--- config.mk ---
export PLATFORM = sky130hd
export DESIGN_NAME = romulus_state_shares_seq
export DESIGN_NICKNAME = d
export VERILOG_FILES = /design/src/rtl/romulus_config_pkg.sv /design/src/rtl/romulus_rho_beat.sv /design/src/rtl/romulus_state_shares_seq.sv
export SDC_FILE = /design/constraint.sdc
export NUM_CORES = 1
export LEC_CHECK = 0
export ABC_CLOCK_PERIOD_IN_PS = 1500
export CAP_MARGIN = 10
export CELL_PAD_IN_SITES_DETAIL_PLACEMENT = 2
export CELL_PAD_IN_SITES_GLOBAL_PLACEMENT = 2
export CORE_MARGIN = 5
export CORE_UTILIZATION = 23
export CTS_CLUSTER_DIAMETER = 100
export CTS_CLUSTER_SIZE = 8
export DETAILED_ROUTE_END_ITERATION = 12
export PLACE_DENSITY_LB_ADDON = 0.15
export SLEW_MARGIN = 30
export SYNTH_ARGS = -nofsm -noshare
export SYNTH_HDL_FRONTEND = slang
export SYNTH_HIERARCHICAL = 1
export SYNTH_SLANG_ARGS = --single-unit
export TNS_END_PERCENT = 20
--- constraint.sdc ---
create_clock -name clk -period 1.5 [get_ports clk]
set_input_delay 0.225 -clock clk [delete_from_list [all_inputs] [get_ports clk]]
set_output_delay 0.225 -clock clk [all_outputs]
set_load 0.05 [all_outputs]
--- src/rtl/romulus_config_pkg.sv ---
// rtl/romulus_config_pkg.sv - shared constants, FSM encodings and rho G-byte function
package romulus_config_pkg;

  localparam int STATE_W = 128;

  // FSM encodings
  localparam logic [0:0] ST_IDLE   = 1'b0;
  localparam logic [0:0] ST_ABSORB = 1'b1;

  // Number of bus beats needed to move one full 128-bit block
  function automatic int beats_of(input int busw);
    return STATE_W / busw;
  endfunction

  // Romulus rho G applied to one byte; linear over XOR
  function automatic logic [7:0] rho_g(input logic [7:0] b);
    return {b[0] ^ b[7], b[7:1]};
  endfunction

endpackage

--- src/rtl/romulus_rho_beat.sv ---
// rtl/romulus_rho_beat.sv - combinational per-share G, XOR tree, pdo and effective input beat
module romulus_rho_beat
  import romulus_config_pkg::*;
#(
  parameter int SHARES = 2,
  parameter int BUSW   = 32
) (
  input  logic [SHARES*BUSW-1:0] i_tops,
  input  logic [BUSW-1:0]        i_pdi,
  input  logic [BUSW/8-1:0]      i_decrypt,
  output logic [BUSW-1:0]        o_pdo,
  output logic [BUSW-1:0]        o_pdi_eff
);

  logic [BUSW-1:0] w_gx;
  logic [BUSW-1:0] w_pdo;

  // G is linear, so each share is transformed separately and only the results are combined
  always_comb begin
    w_gx = '0;
    for (int s = 0; s < SHARES; s++) begin
      for (int k = 0; k < BUSW / 8; k++) begin
        w_gx[8*k +: 8] = w_gx[8*k +: 8] ^ rho_g(i_tops[s*BUSW + 8*k +: 8]);
      end
    end
  end

  assign w_pdo = i_pdi ^ w_gx;
  assign o_pdo = w_pdo;

  // Per-byte choice between the ciphertext-side and plaintext-side byte
  always_comb begin
    o_pdi_eff = '0;
    for (int k = 0; k < BUSW / 8; k++) begin
      o_pdi_eff[8*k +: 8] = i_decrypt[k] ? w_pdo[8*k +: 8] : i_pdi[8*k +: 8];
    end
  end

endmodule

--- src/rtl/romulus_state_shares_seq.sv ---
// rtl/romulus_state_shares_seq.sv - masked Romulus state register with beat-wise rho absorb
module romulus_state_shares_seq
  import romulus_config_pkg::*;
#(
  parameter int SHARES = 2,
  parameter int BUSW   = 32
) (
  input  logic                    clk,
  input  logic                    rst,
  input  logic                    zeroize,
  input  logic                    absorb_start,
  input  logic                    iv,
  input  logic [BUSW/8-1:0]       decrypt,
  input  logic [BUSW-1:0]         pdi,
  input  logic                    pdi_valid,
  output logic                    pdi_ready,
  output logic [BUSW-1:0]         pdo,
  output logic                    pdo_valid,
  output logic                    block_done,
  output logic                    busy,
  input  logic                    tbc_en,
  input  logic [SHARES-1:0]       tbc_share_en,
  input  logic [128*SHARES-1:0]   state_i,
  output logic [128*SHARES-1:0]   state_o
);

  localparam int BEATS = beats_of(BUSW);
  localparam int CW    = (BEATS > 1) ? $clog2(BEATS) : 1;
  localparam logic [CW-1:0] LAST_BEAT = CW'(BEATS - 1);

  logic [0:0]              r_state;
  logic [CW-1:0]           r_beat_cnt;
  logic                    r_block_done;
  logic                    w_clear;
  logic                    w_accept;
  logic                    w_tbc_go;
  logic [SHARES-1:0]       w_sel;
  logic [SHARES*BUSW-1:0]  w_tops;
  logic [BUSW-1:0]         w_pdo;
  logic [BUSW-1:0]         w_pdi_eff;

  assign w_clear    = rst | zeroize;
  assign pdi_ready  = (r_state == ST_ABSORB);
  assign w_accept   = pdi_valid & pdi_ready;
  assign pdo_valid  = w_accept;
  assign busy       = (r_state != ST_IDLE);
  assign block_done = r_block_done;
  assign pdo        = w_pdo;
  assign w_tbc_go   = (r_state == ST_IDLE) & tbc_en & ~absorb_start;

  // Reduce the share-select mask to the lowest set bit
  always_comb begin
    logic found;
    found = 1'b0;
    w_sel = '0;
    for (int j = 0; j < SHARES; j++) begin
      if (tbc_share_en[j] && !found) begin
        w_sel[j] = 1'b1;
        found    = 1'b1;
      end
    end
  end

  // FSM, beat counter and block_done pulse; clear aborts without a done pulse
  always_ff @(posedge clk) begin
    if (w_clear) begin
      r_state      <= ST_IDLE;
      r_beat_cnt   <= '0;
      r_block_done <= 1'b0;
    end else begin
      r_block_done <= 1'b0;
      case (r_state)
        ST_IDLE: begin
          r_beat_cnt <= '0;
          if (absorb_start) r_state <= ST_ABSORB;
        end
        default: begin
          if (w_accept) begin
            if (r_beat_cnt == LAST_BEAT) begin
              r_state      <= ST_IDLE;
              r_beat_cnt   <= '0;
              r_block_done <= 1'b1;
            end else begin
              r_beat_cnt <= r_beat_cnt + 1'b1;
            end
          end
        end
      endcase
    end
  end

  romulus_rho_beat #(
    .SHARES (SHARES),
    .BUSW   (BUSW)
  ) u_rho_beat (
    .i_tops    (w_tops),
    .i_pdi     (pdi),
    .i_decrypt (decrypt),
    .o_pdo     (w_pdo),
    .o_pdi_eff (w_pdi_eff)
  );

  for (genvar i = 0; i < SHARES; i++) begin : g_share
    logic [127:0]    r_share;
    logic [BUSW-1:0] w_top;
    logic [BUSW-1:0] w_new;
    logic [127:0]    w_next;

    assign w_top = r_share[127 -: BUSW];
    assign w_tops[i*BUSW +: BUSW] = w_top;
    assign state_o[128*i +: 128]  = r_share;

    // Share 0 carries the data; the others just rotate so byte order is kept
    if (i == 0) begin : g_s0
      assign w_new = iv ? w_pdo : (w_pdi_eff ^ w_top);
    end else begin : g_si
      assign w_new = iv ? '0 : w_top;
    end

    if (BUSW == 128) begin : g_full
      assign w_next = w_new;
    end else begin : g_part
      assign w_next = {r_share[127-BUSW:0], w_new};
    end

    // Share register: clear, lockstep shift on accepted beat, or tbc load in IDLE
    always_ff @(posedge clk) begin
      if (w_clear) begin
        r_share <= '0;
      end else if (w_accept) begin
        r_share <= w_next;
      end else if (w_tbc_go && w_sel[i]) begin
        r_share <= state_i[128*i +: 128];
      end
    end
  end

endmodule
==> metrics, run 1 <==
Final Hold Viols=0; met1 usage=31.5%; skew final=23.2 ps; Clock power frac=35.8%; max_cap viols=0; Clock transition at path regs=60 ps; Flop pwr share=32.1%; Slew @ Worst Pin=463 ps; Fill cells=6384; Worst Setup Path Type=flop to output port; Most used DFF post-synth=dfxtp_1; met2 usage=41.8%; worst path required time=1270 ps; TritonCTS buffer count=38; PD cells=761 mW/mm²; PnR worst setup slack=-558 ps; Die ar.=0.0694 mm²; Synth Area in Compound Gates=28.5%; FF/Latch Area=0.00545 mm²; Crit. End Element=output port; combinational family with the most area after synthesis=compound AO/OA/AOI/OAI gates; Net Sw Frac=32.4%; HP Class=primary input to flop; Clock Tree Root=clkbuf_16; ys async rst share=0%; DRT iter0 DRCs=654; EDFF count, synth=0; Site Rows=93; simple-gate portion of the synthesized area=15.4%; H-tree depth=2; Pint=15.6 mW; post-synthesis net count=1898; first-pass GRT wire length=133 mm; die width=263 µm; achievable frequency=486 MHz; Adder-Cell Fraction of Synth Area=0.0847%; Syn. warnings=6; antenna-violating nets left=0; total wire length=91.2 mm; layout cell share with drive strength beyond 1=42.3%; final setup violation count=281; Clock Path Buffers=3; Sw Pwr=7.47 mW; Synth top area share=35.2%; DP HPWL=66.5 mm; port bufs=592; Post-Syn Area=0.0148 mm²; Worst-Skew Late Latency=550 ps; failing checks=negative setup slack; status=finished, violations left; XOR/XNOR share of the synthesized area=8.06%; CTS tree=built; GR Layer Usage met3=6.14%; GR peak layer=met2; initial core utilization=23.1%; Core ar.=0.0640 mm²; crit path max fanout=2; # IOs=593; synth unique cells=34; Final #Nets=2692; via count=16742; drt via density=5.10; clk sink count=260; GRT overflow=0; peak supply drop=0.000646 V; mux cell area share after synthesis=6.57%; post-synthesis sequential area ratio=35.2%; drt pass-1 iters=5; GPL Wtd Cong=0.830; largest net degree at the start of global routing=47; vias in the first global route=18655; startpoint types=flop; hold-fix buffers at CTS=0; unrepaired setup endpoints after global routing=true; power share of the combinational group=32.2%; wire length per cell=27.8 µm; largest cells by area after synthesis=dfxtp_1 (35%), a211oi_1 (13%), a311oi_2 (12%), mux2i_1 (6.6%), nand2_1 (5.7%); worst hold slack=253 ps; synthesized flop and latch total=260; Yosys top cell by area=dfxtp_1; multi-input logic area=0.0104 mm²; syn_area_per_cell=9.26 µm²; initial antenna violation count=17; arrival time worst endpoint=1830 ps; P_leak=11.8 nW; Slew HR=68.9%; Max Slew Vio Count=0; final worst-path cycle share=137%; overall power=23.0 mW; Syn Inst Count=1596; min cycle time layout=2060 ps; DRC errors left=0; Tot GR Track Use=24.9%; DIE HEIGHT=263 µm; Area growth syn-to-layout=105%
==> sequential cells by signal, summed over array words and instances (netlist names) <==
register         count
g_share.r_share    256
r_beat_cnt           2
block_done           1
busy                 1
==> synth_stat cells (3+ instances only) <==
cell type / number
dfxtp_1: 260
a211oi_1: 256
nand2_1: 226
nor3_1: 128
a311oi_2: 120
buf_2: 106
mux2i_1: 97
clkbuf_1: 70
xnor2_1: 70
xor2_1: 64
a21oi_1: 34
and4b_1: 32
o211ai_1: 32
nand2b_1: 27
nor2b_1: 25
nor2_1: 10
a311oi_1: 8
buf_4: 5
buf_6: 5
or2b_1: 5
buf_1: 3
==> cell families after synthesis <==
logic type | Yosys count
AO/OA/AOI/OAI | 452
adder cells (fa/ha/maj) | 1
buffers and inverters | 191
XOR/XNOR | 135
flip-flops | 260
AND/OR/NAND/NOR | 460
multiplexers | 97
==> metrics by stage <==
step	cells	setup TNS (ps)	setup slack [ps]	utilization (%)	area [µm²]
global placement	3129	-103560	-654	42.0	26900
CTS	3245	-48200	-572	46.4	29700
finish	3280	-50760	-558	47.3	30300
global route	3278	-67990	-617	47.3	30300
detailed placement	3129	-111260	-699	42.0	26900
floorplan	1596	-12880	-252	-	16300
==> worst max-delay path, cell delays in order, from the launching register on <==
cell and delay (ps):
dfxtp_4 370, xnor2_4 230, xnor2_2 150, buf_4 160, xnor2_4 130, buf_6 130
buf_12 120
==> power groups by stage <==
stage          combinational (mW)  sequential, mW  clock [mW]
2_1_floorplan                2.53            8.11           0
3_3_place_gp                 6.52            7.51           0
3_5_place_dp                 6.66            7.52           0
4_1_cts                      7.25            7.38        8.45
5_1_grt                      7.73            7.41        8.70
6_report                     7.41            7.38        8.24
==> worst paths after layout <==
path	depth (start not counted)	startpoint	end	slack, ps
max	6	g_share[0].r_share[96]	pdo[7]	-560
min reg2reg	2	r_beat_cnt[0]	r_beat_cnt[0]	510
min	3	state_i[101]	g_share[0].r_share[101]	250
max reg2reg	8	g_share[0].r_share[96]	g_share[0].r_share[7]	-380
==> per-layer routing <==
layer  wire [µm]  vias to the layer above
met5          41                        -
met4        2400                        6
met3        5090                      109
met2       44600                      458
met1       39000                     8550
li1            -                     7619
==> cells in the final DEF (no fill, tap or decap), types with 66 or more instances in the layout <==
master | Yosys | layout
clkdlybuf4s50_1 | 0 | 298
buf_12 | 0 | 261
buf_4 | 5 | 225
nand2_1 | 226 | 224
a211oi_1 | 256 | 220
dfxtp_1 | 260 | 194
nor3_1 | 128 | 125
a311oi_2 | 120 | 120
buf_6 | 5 | 115
mux2i_1 | 97 | 91
xnor2_4 | 0 | 66
==> final cells by class <==
type	count	area share (%)
timing repair buffer	942	40.4
multi-input combinational	1146	34.3
sequential	260	18.0
tap	855	3.53
clock buffer	60	3.48
antenna	14	0.116
inverter	2	0.0661
clock inverter	1	0.0289
==> timing repair <==
| action | CTS | global route |
|---|---|---|
| resized for setup | 188 | 78 |
| cloned | 20 | 5 |
| pin swaps | 125 | 76 |
| endpoints found under the setup margin | 298 | 311 |
| setup buffers | 46 | 22 |
Power figures use the tool's default switching activity.
==> run 2, diff against run 1 <==
Settings changed: SETUP_SLACK_MARGIN set to 0.1.
==> run 2 against run 1 <==
Compared with the run above:
- the flow still finishes with violations (negative setup slack)
- setup slack got worse by 48 ps
- design area increased by 6.9%
- sequential cell count is the same
==> metrics, run 2 (synthesis results as in run 1) <==
crit path max fanout=2 (unchanged); final instance area=0.0323 mm² (+6.9%); antenna-violating nets left=0 (unchanged); Post-Route Utilization=50.5% (+3.2 points); Slew HR=68.6% (-0.32 points); overall power=23.8 mW (+3.1%); most common cell after layout, fill and taps aside=clkdlybuf4s50_1; layout cell share with drive strength beyond 1=48.6% (+6.3 points); clk sink count=260 (unchanged); placed cells=3129 (unchanged); peak supply drop=0.000681 V (+5.4%); skew final=24.2 ps (+1.00 ps); Fill cells=6131 (-4.0%); Slew @ Worst Pin=467 ps (+3.94 ps); Area growth syn-to-layout=119%; drt via density=5.21 (+2.1%); Crit. End Element=output port; Clock Path Buffers=3 (unchanged); DIE HEIGHT=263 µm (unchanged); initial antenna violation count=18 (+1); hold-fix buffers at CTS=0 (unchanged); max_cap viols=0 (unchanged); Clock Tree Root=clkbuf_16; achievable frequency=475 MHz (-2.3%); failing checks=negative setup slack; critical path launch point=g_share[0].r_share[103]; most flop-heavy register=g_share.r_share; Min-Delay Startpoint=state_i[9]; final setup violation count=306 (+8.9%); DP HPWL=66.5 mm (unchanged); Die ar.=0.0694 mm² (unchanged); setup TNS=-58420 ps (-7660 ps); status=finished, violations left; Non-Filler Instances=3342 (+1.9%); initial core utilization=23.1% (unchanged); Site Rows=93 (unchanged); Top Registers=g_share.r_share x256, r_beat_cnt x2; PD cells=734 mW/mm² (-3.5%); final worst-path cycle share=140% (+3.2 points); max reg flops=256 (unchanged); Final Hold Viols=0 (unchanged); unrepaired setup endpoints after global routing=true; via count=17421 (+4.1%); DRT iter0 DRCs=728 (+11%); largest net degree at the start of global routing=47 (unchanged); DRC errors left=0 (unchanged); Final #Nets=2754 (+2.3%); FF/Latch Area=0.00547 mm² (+0.44%); port bufs=592 (unchanged); CTS tree=built; GRT overflow=0 (unchanged); first-pass GRT wire length=136 mm (+2.6%); HP Class=primary input to flop; Placed Area=0.0269 mm² (unchanged); DP Worst Slack=-699 ps (unchanged); most frequent cells in the layout=clkdlybuf4s50_1 (298), buf_12 (272), nand2_1 (224); worst hold slack=296 ps (+43.2 ps); PnR worst setup slack=-606 ps (-48.0 ps); vias in the first global route=19009 (+1.9%); H-tree depth=2 (unchanged); Tot GR Track Use=25.6% (+0.69 points); arrival time worst endpoint=1880 ps (+50 ps); Core ar.=0.0640 mm² (unchanged); GPL Wtd Cong=0.830 (unchanged); Clock transition at path regs=70 ps (about the same); Worst-Skew Late Latency=550 ps (about the same); wire length per cell=29.6 µm (+6.3%); worst r2r src=g_share[0].r_share[103]; min cycle time layout=2110 ps (+48.0 ps); TritonCTS buffer count=38 (unchanged); total wire length=98.8 mm (+8.3%); Max Slew Vio Count=0 (unchanged); P_leak=12.4 nW (+5.5%); multi-input logic area=0.0111 mm² (+6.4%); Worst Setup Path Type=flop to output port; die width=263 µm (unchanged); startpoint types=flop; worst path required time=1270 ps (about the same); # IOs=593 (unchanged); drt pass-1 iters=5 (unchanged)
[run 2: power by group]
group / leakage (nW) / internal, mW / switching (mW) / total [mW]
clock network: 0.510 / 4.77 / 3.53 / 8.31
logic: 9.72 / 4.10 / 3.93 / 8.03
registers: 2.17 / 7.05 / 0.368 / 7.41
total: 12.4 / 15.9 / 7.83 / 23.8
[run 2: metal layers]
metal / part of all wire, % / global-route usage [%]
met1: 41 / 31.8
met3: 5.7 / 6.29
met4: 3.3 / 8.01
met2: 50 / 43.7
met5: 0.059 / 0
[run 2: cell type report]
cell class / count / area share [%]
Multi-Input combinational cell: 1145 / 34.2
Inverter: 2 / 0.0619
Sequential cell: 260 / 16.9
Clock inverter: 1 / 0.0271
Clock buffer: 60 / 3.26
Tap cell: 855 / 3.31
Antenna cell: 14 / 0.108
Timing Repair Buffer: 1005 / 42.1
[run 2: timing repair]
action	in CTS	in global routing
buffers inserted	60	40
cloned	31	14
setup endpoints to repair	447	486
pin swaps	155	109
resized for setup	301	250
[run 2: worst paths after layout]
path | end | slack, ps | cells past startpoint
max | pdo[7] | -610 | 6
min reg2reg | r_beat_cnt[0] | 500 | 2
max reg2reg | g_share[0].r_share[7] | -410 | 9
min | g_share[0].r_share[9] | 300 | 3
[run 2: critical path, stage by stage, from the launching register on]
cell and delay (ps):
dfxtp_4 370, xnor2_4 250, xnor2_2 170, buf_4 170, xnor2_4 120, buf_6 130, buf_12 120
==> run 3, diff against run 2 <==
Settings changed: TNS_END_PERCENT 20 to 100.
==> run 3 against run 2 <==
Compared with the run above:
- the run still ends with negative setup slack left
- utilization up 7.7 points
- clock power up 9.7%
- critical path depth unchanged
- sequential cell count unchanged
- die area unchanged
- first-iteration DRC count up 78%
- clock-buffer cell count up 1
- total power up 11%
- global-route usage up 5.3 points
- design area up 15%
- setup slack worse by 45 ps
- critical endpoint is now pdo[15]
- largest cell class unchanged
==> metrics, run 3 (synthesis results as in run 1) <==
status=finished, violations left; failing checks=negative setup slack; worst r2r src=g_share[0].r_share[127]; Clock power frac=34.7% (-0.3 points); Final Hold Viols=0 (unchanged); Crit. End Element=output port; Clock Path Buffers=3 (unchanged); overall power=26.2 mW (+11%); drt pass-1 iters=5 (unchanged); Die ar.=0.0694 mm² (unchanged); port bufs=592 (unchanged); drt via density=5.58 (+7.0%); Core ar.=0.0640 mm² (unchanged); max reg flops=256 (unchanged); DIE HEIGHT=263 µm (unchanged); Worst-Skew Late Latency=590 ps (+40 ps); Top Registers=g_share.r_share x256, r_beat_cnt x2; CTS tree=built; DRT iter0 DRCs=1298 (+78%); most common cell after layout, fill and taps aside=buf_12; Area growth syn-to-layout=152%; final setup violation count=304 (-0.65%); peak supply drop=0.000689 V (+1.1%); HP Class=primary input to flop; wire length per cell=38.0 µm (+29%); final worst-path cycle share=143% (+3.0 points); arrival time worst endpoint=1930 ps (+50 ps); Worst Setup Path Type=flop to output port; GPL Wtd Cong=0.864 (+4.1%); power share of the combinational group=36.8% (+3.0 points); CP top delay family=XOR/XNOR gates; flop-to-flop setup slack=-620 ps (-210 ps); Net Sw Frac=35.9% (+3.0 points); clk sink count=260 (unchanged); TritonCTS buffer count=39 (+2.6%); most flop-heavy register=g_share.r_share; Slew HR=67.2% (-1.5 points); total wire length=133 mm (+35%); DP HPWL=67.4 mm (+1.3%); Crit path largest cell delay=380 ps (about the same); DRC errors left=0 (unchanged); Max Slew Vio Count=0 (unchanged); worst path required time=1270 ps (about the same); WP buf/inv=3 (unchanged); GRT overflow=0 (unchanged); via count=19503 (+12%); Final #Nets=2891 (+5.0%); crit-path most repeated cell=xnor2_4; Clock Tree Root=clkbuf_16; startpoint types=flop; crit path max fanout=2 (unchanged); Clock transition at path regs=80 ps (about the same); hold-fix buffers at CTS=0 (unchanged); PD cells=705 mW/mm² (-4.0%); skew final=45.7 ps (+21.5 ps); multi-input logic area=0.0129 mm² (+17%); Min-Delay Startpoint=state_i[12]; H-tree depth=2 (unchanged); layout cell share with drive strength beyond 1=67.0% (+18 points); # IOs=593 (unchanged); most frequent cells in the layout=buf_12 (334), clkdlybuf4s50_1 (298), buf_6 (208); initial core utilization=23.1% (unchanged); PnR worst setup slack=-651 ps (-45.0 ps); min cycle time layout=2150 ps (+45.0 ps); Flop pwr share=28.5% (-2.7 points); Post-Route Utilization=58.2% (+7.7 points); initial antenna violation count=35 (+17); critical path launch point=g_share[0].r_share[104]; antenna-violating nets left=0 (unchanged); Fill cells=5573 (-9.1%); achievable frequency=465 MHz (-2.1%); DP Worst Slack=-581 ps (+118 ps); largest net degree at the start of global routing=53 (+13%); max_cap viols=0 (unchanged); vias in the first global route=20964 (+10%); Slew @ Worst Pin=489 ps (+21.6 ps); unrepaired setup endpoints after global routing=true; Tot GR Track Use=30.9% (+5.3 points); Crit-path slowest cell=dfxtp_4; first-pass GRT wire length=161 mm (+18%); die width=263 µm (unchanged); FF/Latch Area=0.00574 mm² (+4.8%); Sw Pwr=9.43 mW (+20%); Site Rows=93 (unchanged); Pint=16.8 mW (+5.6%); crit-path cells=xnor2_4, xnor2_2, buf_4, xnor2_4, buf_6, buf_12; P_leak=14.4 nW (+16%)
run 3: power by group through the flow:
stage	logic [mW]	clock network [mW]	registers, mW
floorplan	2.89	0	8.12
global placement	6.91	0	7.53
detailed placement	7.05	0	7.54
CTS	8.54	8.76	7.40
global route	9.86	9.42	7.48
finish	9.66	9.12	7.47
run 3: path summary, 6_finish.rpt:
check	to	cells after the start
worst max-delay path	pdo[15]	6
worst min-delay path	g_share[0].r_share[12]	3
worst max register to register	g_share[0].r_share[31]	8
worst min register to register	r_beat_cnt[0]	2
run 3: cell type report:
type                    count  area share (%)
clock buffers              61            2.93
clock inverters             4           0.101
diodes                     29           0.195
multi-input cells        1147            34.6
well taps                 855            2.87
inverters                   2          0.0537
flip-flops and latches    260            15.4
repair buffers           1139            43.9
run 3: layer usage:
metal,part of all wire (%),up-vias,GRT usage (%)
met5,0.089,-,0
met4,4.9,14,8.86
met3,6.1,313,7.17
met2,51,923,55.6
met1,38,10206,36.6
li1,-,8047,-
run 3: worst register-to-register path: cells and delay by family, from the launching register on:
kind            cells  cell delay [ps]
simple gates        1               90
xor+xnor            4              840
compound gates      2              550
buf+inv             1              130
flops               1              380
run 3: what timing repair did:
| item | 4_1_cts | 5_1_grt |
|---|---|---|
| pin swaps | 191 | 214 |
| gates cloned | 79 | 10 |
| setup endpoints to repair | 479 | 541 |
| gates resized for setup | 405 | 605 |
| setup buffers | 108 | 79 |
run 3: metrics by stage:
stage	instance area (µm²)	setup TNS (ps)	hold slack (ps)	cells
finish	37300	-79000	243	3497
global route	37200	-91160	240	3491
CTS	34400	-63100	225	3397
detailed placement	28400	-121030	478	3148
global placement	28400	-112790	455	3148
floorplan	17600	-11740	383	1596
